--- src/rtl/line_clipper_seq.sv ---
// rtl/line_clipper_seq.sv - multi-pass Cohen-Sutherland line clipper with valid/ready handshake
module line_clipper_seq #(
  parameter int W          = 12,
  parameter int MAX_PASSES = 4
) (
  input  logic                clk,
  input  logic                rst,
  input  logic                in_valid,
  output logic                in_ready,
  input  logic signed [W-1:0] in_x0,
  input  logic signed [W-1:0] in_y0,
  input  logic signed [W-1:0] in_x1,
  input  logic signed [W-1:0] in_y1,
  input  logic signed [W-1:0] win_xmin,
  input  logic signed [W-1:0] win_xmax,
  input  logic signed [W-1:0] win_ymin,
  input  logic signed [W-1:0] win_ymax,
  output logic                out_valid,
  input  logic                out_ready,
  output logic signed [W-1:0] out_x0,
  output logic signed [W-1:0] out_y0,
  output logic signed [W-1:0] out_x1,
  output logic signed [W-1:0] out_y1,
  output logic                out_accept,
  output logic                busy
);

  localparam int NW = 2 * W + 2;
  localparam int PW = $clog2(MAX_PASSES + 1);
  localparam int CW = $clog2(NW);

  typedef enum logic [2:0] {S_IDLE, S_CODE, S_DIV, S_UPDATE, S_DONE} state_t;
  state_t state, state_next;

  logic signed [W-1:0] x0, y0, x1, y1, xmin, xmax, ymin, ymax;
  logic [PW-1:0]       pass_cnt;
  logic                accept;
  logic                sel_one;
  logic                y_edge_r;
  logic signed [W-1:0] bound_r;
  logic [W:0]          dmag;
  logic [W:0]          rem;
  logic [NW-1:0]       nq;
  logic                q_neg;
  logic [CW-1:0]       div_cnt;

  logic [3:0]           c0, c1;
  logic [2:0]           c_sel;
  logic                 y_edge, accept_now, reject_now;
  logic signed [W-1:0]  bnd;
  logic signed [W:0]    dx, dy, db, den;
  logic signed [NW-1:0] mul_a, mul_b, num;
  logic [NW-1:0]        num_mag;
  logic [W:0]           den_mag;
  logic [W+1:0]         trial;
  logic [W:0]           trial_sub;
  logic                 take;
  logic [W-1:0]         q_low;
  logic signed [W-1:0]  upd_val;

  function automatic logic [3:0] outcode(input logic signed [W-1:0] x, input logic signed [W-1:0] y,
                                         input logic signed [W-1:0] xl, input logic signed [W-1:0] xh,
                                         input logic signed [W-1:0] yl, input logic signed [W-1:0] yh);
    outcode = {y > yh, y < yl, x > xh, x < xl};
  endfunction

  // Outcodes, edge choice, intersection operands, divider step and write-back value
  always_comb begin
    c0    = outcode(x0, y0, xmin, xmax, ymin, ymax);
    c1    = outcode(x1, y1, xmin, xmax, ymin, ymax);
    c_sel = (c0 != 4'd0) ? c0[3:1] : c1[3:1];
    accept_now = ((c0 | c1) == 4'd0);
    reject_now = ((c0 & c1) != 4'd0) || (pass_cnt == PW'(MAX_PASSES));
    y_edge = c_sel[2] | c_sel[1];
    if (c_sel[2])      bnd = ymax;
    else if (c_sel[1]) bnd = ymin;
    else if (c_sel[0]) bnd = xmax;
    else               bnd = xmin;
    dx = {x1[W-1], x1} - {x0[W-1], x0};
    dy = {y1[W-1], y1} - {y0[W-1], y0};
    if (y_edge) begin
      db    = {bnd[W-1], bnd} - {y0[W-1], y0};
      mul_a = NW'(dx);
      den   = dy;
    end else begin
      db    = {bnd[W-1], bnd} - {x0[W-1], x0};
      mul_a = NW'(dy);
      den   = dx;
    end
    mul_b   = NW'(db);
    num     = mul_a * mul_b;
    num_mag = num[NW-1] ? -num : num;
    den_mag = den[W] ? -den : den;
    trial     = {rem, nq[NW-1]};
    take      = (trial >= {1'b0, dmag});
    trial_sub = trial[W:0] - dmag;
    // Only the low W bits of base + quotient survive, so negate the low quotient bits alone
    q_low   = q_neg ? -nq[W-1:0] : nq[W-1:0];
    upd_val = (y_edge_r ? x0 : y0) + q_low;
  end

  // State register
  always_ff @(posedge clk) begin
    if (rst) state <= S_IDLE;
    else     state <= state_next;
  end

  // Next-state and handshake outputs
  always_comb begin
    state_next = state;
    in_ready   = 1'b0;
    out_valid  = 1'b0;
    busy       = 1'b1;
    case (state)
      S_IDLE: begin
        in_ready = 1'b1;
        busy     = 1'b0;
        if (in_valid) state_next = S_CODE;
      end
      S_CODE:   state_next = (accept_now || reject_now) ? S_DONE : S_DIV;
      S_DIV:    if (div_cnt == CW'(NW - 1)) state_next = S_UPDATE;
      S_UPDATE: state_next = S_CODE;
      S_DONE: begin
        out_valid = 1'b1;
        if (out_ready) state_next = S_IDLE;
      end
      default:  state_next = S_IDLE;
    endcase
  end

  // Datapath: latch on input handshake, load divider in CODE, restoring step in DIV, write back in UPDATE
  always_ff @(posedge clk) begin
    if (rst) begin
      x0 <= '0; y0 <= '0; x1 <= '0; y1 <= '0;
      xmin <= '0; xmax <= '0; ymin <= '0; ymax <= '0;
      pass_cnt <= '0; accept <= 1'b0; sel_one <= 1'b0; y_edge_r <= 1'b0;
      bound_r <= '0; dmag <= '0; rem <= '0; nq <= '0; q_neg <= 1'b0; div_cnt <= '0;
    end else begin
      case (state)
        S_IDLE: begin
          if (in_valid) begin
            x0 <= in_x0; y0 <= in_y0; x1 <= in_x1; y1 <= in_y1;
            xmin <= win_xmin; xmax <= win_xmax; ymin <= win_ymin; ymax <= win_ymax;
            pass_cnt <= '0;
          end
        end
        S_CODE: begin
          accept   <= accept_now;
          sel_one  <= (c0 == 4'd0);
          y_edge_r <= y_edge;
          bound_r  <= bnd;
          dmag     <= den_mag;
          nq       <= num_mag;
          q_neg    <= num[NW-1] ^ den[W];
          rem      <= '0;
          div_cnt  <= '0;
        end
        S_DIV: begin
          rem     <= take ? trial_sub : trial[W:0];
          nq      <= {nq[NW-2:0], take};
          div_cnt <= div_cnt + CW'(1);
        end
        S_UPDATE: begin
          pass_cnt <= pass_cnt + PW'(1);
          if (sel_one) begin
            x1 <= y_edge_r ? upd_val : bound_r;
            y1 <= y_edge_r ? bound_r : upd_val;
          end else begin
            x0 <= y_edge_r ? upd_val : bound_r;
            y0 <= y_edge_r ? bound_r : upd_val;
          end
        end
        default: ;
      endcase
    end
  end

  assign out_x0     = x0;
  assign out_y0     = y0;
  assign out_x1     = x1;
  assign out_y1     = y1;
  assign out_accept = accept;

endmodule

--- config.mk ---
export PLATFORM = sky130hd
export DESIGN_NAME = line_clipper_seq
export DESIGN_NICKNAME = d
export VERILOG_FILES = /design/src/rtl/line_clipper_seq.sv
export SDC_FILE = /design/constraint.sdc
export NUM_CORES = 1
export LEC_CHECK = 0
export CAP_MARGIN = 40
export CORE_ASPECT_RATIO = 2
export CORE_MARGIN = 5
export CORE_UTILIZATION = 50
export DETAILED_ROUTE_END_ITERATION = 8
export PLACE_DENSITY = 0.7
export SYNTH_ARGS = -nofsm -noshare
export SYNTH_HDL_FRONTEND = slang
export SYNTH_SLANG_ARGS = --single-unit
--- constraint.sdc ---
create_clock -name clk -period 15.75 [get_ports clk]
set_clock_uncertainty 0.1 [all_clocks]
set_input_delay 4.725 -clock clk [delete_from_list [all_inputs] [get_ports clk]]
set_output_delay 4.725 -clock clk [all_outputs]
set_load 0.05 [all_outputs]
==> impl_summary.txt, run 1 <==
----------------------------------------------------
[Routing]
  ANT nets after route ... 0
  Post-route DRC violation count ... 0
  Sum of routed wire length over all layers ... 80700 um
  Wire length per cell after detailed routing ... 24.8 um
  First-pass iteration count of the detailed router ... 8
  Post-detailed-route via-to-cell ratio ... 6.08
  Total vias in the final route ... 19800
  Number of violations reported at the end of detailed-routing iteration 0 ... 1240

[Global route]
  Gr ovfl total ... 0
  Maximum number of pins on one net before global-route repair ... 63
  Via count of the first global-routing pass ... 20100
  First-pass GRT wire length ... 119000 um
  Antenna violations before repair ... 3
  Total routing resource utilization after global routing ... 35.0%

[Die]
  Core Footprint ... 40300 um^2
  Die Ht ... 296 um
  Die outline area ... 45300 um^2
  Number of core rows ... 104
  Initial core utilization ... 50.7%
  Width of the die ... 153 um
  Number of top-level design ports ... 152

[Clock network]
  Register clock-pin slew on the reported worst setup and hold paths ... 0.08 ns
  Clock buffer depth ... 2
  Insertion delay of the later-clocked pin in the worst-skew pair ... 0.47 ns
  Clock tree from TritonCTS ... built
  Post CTS Setup Buffer Count ... 0
  Sinks on the clock net ... 175
  Clock buffers created by TritonCTS ... 17
  Root Buffer ... sky130_fd_sc_hd__clkbuf_16
  H-tree levels ... 4
  Total of hold buffers inserted after clock tree synthesis ... 0
  Post-CTS sizing ... 0

[Worst setup path]
  Library cell contributing the largest single delay on the critical path ... sky130_fd_sc_hd__dfxtp_1
  Number of cells traversed by the worst register-to-register path ... 41
  Capturing element type of the critical path ... flop
  Cell mode on critical path ... sky130_fd_sc_hd__fa_1
  Register-to-register path setup slack ... 3.04 ns
  Critical path arrival ... 13.01 ns
  FF-to-FF Start ... out_y1[9]
  Worst setup SP type ... flop
  Data required time at the worst endpoint ... 16.05 ns
  Endpoint of the worst register-to-register path ... nq[24]
  CP max stage delay ... 0.63 ns
  Critical-path maximum fanout ... 29
  Kind of critical path ... reg -> reg

[STA]
  RSZ-0062 raised after global routing ... false
  Highest clock rate ... 78.7 MHz
  Clock period minus worst slack ... 12.71 ns
  Setup Viol. Count Final ... 0
  Max-slew violations ... 0
  Final count of hold timing violations ... 0
  Final cycle utilization of the critical path ... 80.7%
  Aggregate negative setup slack ... 0 ns
  Transition time at the pin with the least slew margin ... 0.891 ns
  Max_slew headroom ... 38.9%

[Cells and area]
  Most common cell after layout, fill and taps aside ... sky130_fd_sc_hd__nand2_1
  Area growth from synthesis to final layout ... 13.6%
  Share of cells above drive strength 1 ... 4.70%
  Ant. Diodes ... 0
  Most used cells in the layout excluding fill and tap cells ... 325 x sky130_fd_sc_hd__nand2_1, 295 x sky130_fd_sc_hd__inv_1, 225 x sky130_fd_sc_hd__ha_1
  Count of nets after finishing ... 3205

[Worst hold path]
  HP Class ... reg -> reg
  Number of cells traversed by the worst hold path ... 2
  Worst Hold End ... xmax[3]
  Hold wc startpoint ... xmax[3]

[Placed design]
  Final Wtd Congestion ... 1.06
  Count of buffers inserted at the top-level ports ... 151
  Placed wire-length estimate after detailed placement ... 66000 um

[Synth]
  Synth Area per Inst ... 7.85 um^2
  Proportion of register bits with asynchronous set or reset after synthesis ... 0%
  Net count after synthesis ... 3097
  Biggest area contributors in the synthesized netlist ... sky130_fd_sc_hd__dfxtp_1 17%, sky130_fd_sc_hd__fa_1 16%, sky130_fd_sc_hd__ha_1 14%, sky130_fd_sc_hd__nand2_1 6.0%, sky130_fd_sc_hd__a21oi_1 5.5%
  Register bit total from synthesis ... 175
  Fraction of synthesized cell area taken by the top area cell type ... 17.1%
  Sequential cell area fraction in the yosys report ... 17.1%
  Number of warnings printed during yosys synthesis ... 0
  Prevailing post-synth register cell ... sky130_fd_sc_hd__dfxtp_1
  Number of distinct standard cells referenced by the synthesized netlist ... 77
  Syn Inst Count ... 2604
  EDFF count, synth ... 0
  Cell Area, Synth ... 20400 um^2
  Post-synthesis cell type with the largest combined area ... sky130_fd_sc_hd__dfxtp_1

[Run status]
  Result of the run ... complete, no violations

[Job]
  Count of maximum capacitance violations ... 0

----------------------------------------------------
## synthesized netlist by cell type, types with 38 or more instances
cell,n
sky130_fd_sc_hd__fa_1,168
sky130_fd_sc_hd__xnor2_1,61
sky130_fd_sc_hd__a21oi_1,223
sky130_fd_sc_hd__o211ai_1,38
sky130_fd_sc_hd__clkbuf_1,106
sky130_fd_sc_hd__dfxtp_1,175
sky130_fd_sc_hd__nor2_1,203
sky130_fd_sc_hd__a211oi_1,38
sky130_fd_sc_hd__inv_1,295
sky130_fd_sc_hd__o21ai_0,140
sky130_fd_sc_hd__xor2_1,40
sky130_fd_sc_hd__nor3_1,67
sky130_fd_sc_hd__nand2_1,326
sky130_fd_sc_hd__ha_1,225
## how the worst max path moves through the flow
stage / from / endpoint / slack [ns]
5_1_grt: out_y1[9] / nq[24] / 2.46
3_5_place_dp: out_y1[9] / nq[24] / 3.24
2_1_floorplan: out_y0[1] / nq[21] / 4.28
3_3_place_gp: ymin[2] / nq[13] / 3.22
4_1_cts: out_y1[9] / nq[24] / 3.20
6_report: out_y1[9] / nq[24] / 3.04
## flip-flops by register name, summed over array words and instances (netlist names), 3 cells and up
signal and flops:
pass_cnt 3, ymin 12, div_cnt 5, out_y0 12
bound_r 12, rem 13, nq 26, xmax 12
ymax 12, state 3, out_x1 12, out_y1 12
dmag 13, xmin 12, out_x0 12
## metrics by stage
step	std cells	util, %	hold slack (ns)	area, um^2	setup WS (ns)
after floorplan	2604	-	0.332	20400	4.28
after global placement	3206	55.8	0.344	22500	3.22
after detailed placement	3221	56.1	0.347	22600	3.24
after CTS	3253	57.5	0.358	23200	3.20
after global routing	3255	57.5	0.373	23200	2.46
final	3255	57.5	0.357	23200	3.04
## worst max-delay path, delay by kind of cell (launching register included)
family	cells	cell delay (ns)
xor+xnor	2	0.72
fa+ha+maj	9	4.14
simple gates	7	1.94
compound gates	18	4.29
flops	1	0.63
buf+inv	5	0.83
## per-layer routing
layer / vias up / GRT usage [%] / part of all wire [%]
li1: 9163 / - / -
met1: 9495 / 32.0 / 32
met2: 787 / 64.1 / 51
met3: 337 / 5.40 / 4.6
met4: 6 / 34.6 / 12
met5: - / 0 / 0.043
## cell families after synthesis
logic type	Yosys count	share of synthesized area, %
simple gates	827	18.6
compound gates	651	20.0
buf+inv	415	7.68
fa+ha+maj	393	30.2
flops	175	17.1
xor+xnor	101	4.33
mux	42	2.11
## final cells by class
class	count	area (um^2)
fillers	3851	17100
multi-input cells	2014	15400
flip-flops and latches	175	3500
repair buffers	209	1970
inverters	295	1110
well taps	530	663
clock buffers	20	447
clock inverters	12	118
Power of run 1 is not shown: default switching activity piles up to over one toggle a cycle in this logic, so the estimate is an artifact.
==> run 2, diff against run 1 <==
==> constraint.sdc (replaced) <==
create_clock -name clk -period 12.2 [get_ports clk]
set_clock_uncertainty 0.1 [all_clocks]
set_input_delay 3.66 -clock clk [delete_from_list [all_inputs] [get_ports clk]]
set_output_delay 3.66 -clock clk [all_outputs]
set_load 0.05 [all_outputs]
==> impl_summary.txt, run 2 (synthesized netlist as in run 1, its figures left out) <==
----------------------------------------------------
[Run status]
  Result of the run ... complete, no violations (unchanged)

[Routing]
  Post-route DRC violation count ... 0 (unchanged)
  Wire length per cell after detailed routing ... 25.5 um (was 24.8 um)
  Top Metal Used ... met5 (unchanged)
  Metal3 WL ... 4230 um (was 3680 um)
  Sum of routed wire length over all layers ... 83800 um (was 80700 um)
  Post-detailed-route via-to-cell ratio ... 6.13 (was 6.08)
  Length of routed wiring on met1 ... 26300 um (was 25900 um)
  First-pass iteration count of the detailed router ... 6 (was 8)
  ANT nets after route ... 0 (unchanged)
  Number of violations reported at the end of detailed-routing iteration 0 ... 1525 (was 1240)
  Total vias in the final route ... 20200 (was 19800)
  Met2 WL post-DR ... 43000 um (was 41100 um)

[Global route]
  First-pass GRT wire length ... 124000 um (was 119000 um)
  Gr ovfl total ... 0 (unchanged)
  Via count of the first global-routing pass ... 20800 (was 20100)
  Maximum number of pins on one net before global-route repair ... 83 (was 63)
  Total routing resource utilization after global routing ... 36.5% (was 35.0%)
  Antenna violations before repair ... 5 (was 3)

[Placed design]
  Count of buffers inserted at the top-level ports ... 151 (unchanged)
  Area after DPL ... 22800 um^2 (was 22600 um^2)
  Placed wire-length estimate after detailed placement ... 68100 um (was 66000 um)
  Final Wtd Congestion ... 1.06 (about the same)

[Cells and area]
  Reg with most FFs ... nq (unchanged)
  Area of the multi-input gates ... 15500 um^2 (was 15400 um^2)
  Most used cells in the layout excluding fill and tap cells ... 324 x sky130_fd_sc_hd__nand2_1, 295 x sky130_fd_sc_hd__inv_1, 225 x sky130_fd_sc_hd__ha_1 (was 325 x sky130_fd_sc_hd__nand2_1, 295 x sky130_fd_sc_hd__inv_1, 225 x sky130_fd_sc_hd__ha_1)
  Most common cell after layout, fill and taps aside ... sky130_fd_sc_hd__nand2_1 (unchanged)
  Post-route standard cell area excluding fillers ... 23500 um^2 (was 23200 um^2)
  Largest registers ... nq (26), dmag (13), rem (13) (unchanged)
  Sequential standard cell area ... 3500 um^2 (about the same)
  Share of cells above drive strength 1 ... 6.27% (was 4.70%)
  FILL cells ... 3816 (was 3851)
  Count of nets after finishing ... 3239 (was 3205)
  Max FFs per register ... 26 (unchanged)
  Area growth from synthesis to final layout ... 15.1% (was 13.6%)

[Clock network]
  Register clock-pin slew on the reported worst setup and hold paths ... 0.08 ns (about the same)
  Clock buffer depth ... 2 (unchanged)
  Sinks on the clock net ... 175 (unchanged)
  Clock buffers created by TritonCTS ... 17 (unchanged)
  H-tree levels ... 4 (unchanged)
  Root Buffer ... sky130_fd_sc_hd__clkbuf_16 (unchanged)
  Total of hold buffers inserted after clock tree synthesis ... 0 (unchanged)
  Insertion delay of the later-clocked pin in the worst-skew pair ... 0.47 ns (about the same)
  Clock tree from TritonCTS ... built (unchanged)

[Worst setup path]
  CP max stage delay ... 0.63 ns (about the same)
  Cell mode on critical path ... sky130_fd_sc_hd__fa_1 (unchanged)
  Data required time at the worst endpoint ... 12.50 ns (was 16.05 ns)
  Critical path arrival ... 11.91 ns (was 13.01 ns)
  Capturing element type of the critical path ... flop (unchanged)
  Library cell contributing the largest single delay on the critical path ... sky130_fd_sc_hd__o41a_4 (was sky130_fd_sc_hd__dfxtp_1)
  Kind of critical path ... reg -> reg (unchanged)
  Critical-path maximum fanout ... 14 (was 29)
  Top delay family on crit path ... adder cells (was compound AO/OA/AOI/OAI gates)
  Buf/Inv on CP ... 6 (was 5)
  CP startpoint ... out_x0[10] (was out_y1[9])
  Worst setup SP type ... flop (unchanged)
  FF-to-FF Start ... out_x0[10] (was out_y1[9])

[Die]
  Die Ht ... 296 um (unchanged)
  Core Footprint ... 40300 um^2 (unchanged)
  Width of the die ... 153 um (unchanged)
  Number of top-level design ports ... 152 (unchanged)
  Initial core utilization ... 50.7% (unchanged)
  Number of core rows ... 104 (unchanged)
  Die outline area ... 45300 um^2 (unchanged)

[Worst hold path]
  HP Class ... reg -> reg (unchanged)
  Hold wc startpoint ... xmin[5] (was xmax[3])

[STA]
  Final count of hold timing violations ... 0 (unchanged)
  Setup Viol. Count Final ... 0 (unchanged)
  Highest clock rate ... 86.1 MHz (was 78.7 MHz)
  Final cycle utilization of the critical path ... 95.2% (was 80.7%)
  Max_slew headroom ... 33.8% (was 38.9%)
  Max-slew violations ... 0 (unchanged)
  Transition time at the pin with the least slew margin ... 0.990 ns (was 0.891 ns)
  Clock period minus worst slack ... 11.61 ns (was 12.71 ns)

[Job]
  Count of maximum capacitance violations ... 0 (unchanged)

----------------------------------------------------
run 2: metrics by stage:
| stage | std cells | hold slack (ns) | setup TNS [ns] | util [%] | setup WS, ns |
|---|---|---|---|---|---|
| 2_1_floorplan | 2604 | 0.332 | 0 | - | 0.729 |
| 3_3_place_gp | 3242 | 0.344 | 0 | 56.4 | 0.457 |
| 3_5_place_dp | 3250 | 0.347 | 0 | 56.6 | 0.245 |
| 4_1_cts | 3280 | 0.358 | 0 | 58.0 | 0.177 |
| 5_1_grt | 3287 | 0.382 | -0.0102 | 58.3 | -0.0102 |
| 6_report | 3288 | 0.358 | 0 | 58.3 | 0.591 |
run 2: worst reg2reg max path, delay by kind of cell (launching register included):
family	cells	cell delay [ns]
xor gates and xnor gates	2	0.36
adders and majority gates	10	4.48
AOI/OAI and AO/OA	17	3.55
buffers and inverters	6	0.65
and+or+nand+nor	9	1.98
DFF	1	0.43
run 2: area by class of cell:
| cell class | count | area share [%] |
|---|---|---|
| multi-input cells | 2014 | 65.7 |
| flip-flops and latches | 175 | 14.9 |
| repair buffers | 243 | 9.37 |
| inverters | 295 | 4.71 |
| well taps | 530 | 2.82 |
| clock buffers | 18 | 1.82 |
| clock inverters | 12 | 0.654 |
| diodes | 1 | 0.0106 |
run 2: worst paths after layout:
check                                to  slack (ns)  cells past startpoint
worst max-delay path             nq[25]        0.59                     44
worst min register to register  xmin[5]        0.36                      2
worst max register to register   nq[25]        0.59                     44
worst min-delay path            xmin[5]        0.36                      2
run 2: metal layers:
layer | vias to the layer above | GRT usage, %
li1 | 9224 | -
met1 | 9713 | 33.2
met2 | 849 | 67.0
met3 | 373 | 6.16
met4 | 8 | 35.6
met5 | - | 0
run 2: timing repair:
action | 4_1_cts | 5_1_grt
endpoints found under the setup margin | 0 | 26
gates resized for setup | 0 | 14
buffers inserted | 0 | 1
Power of run 2 is left out for the same reason.
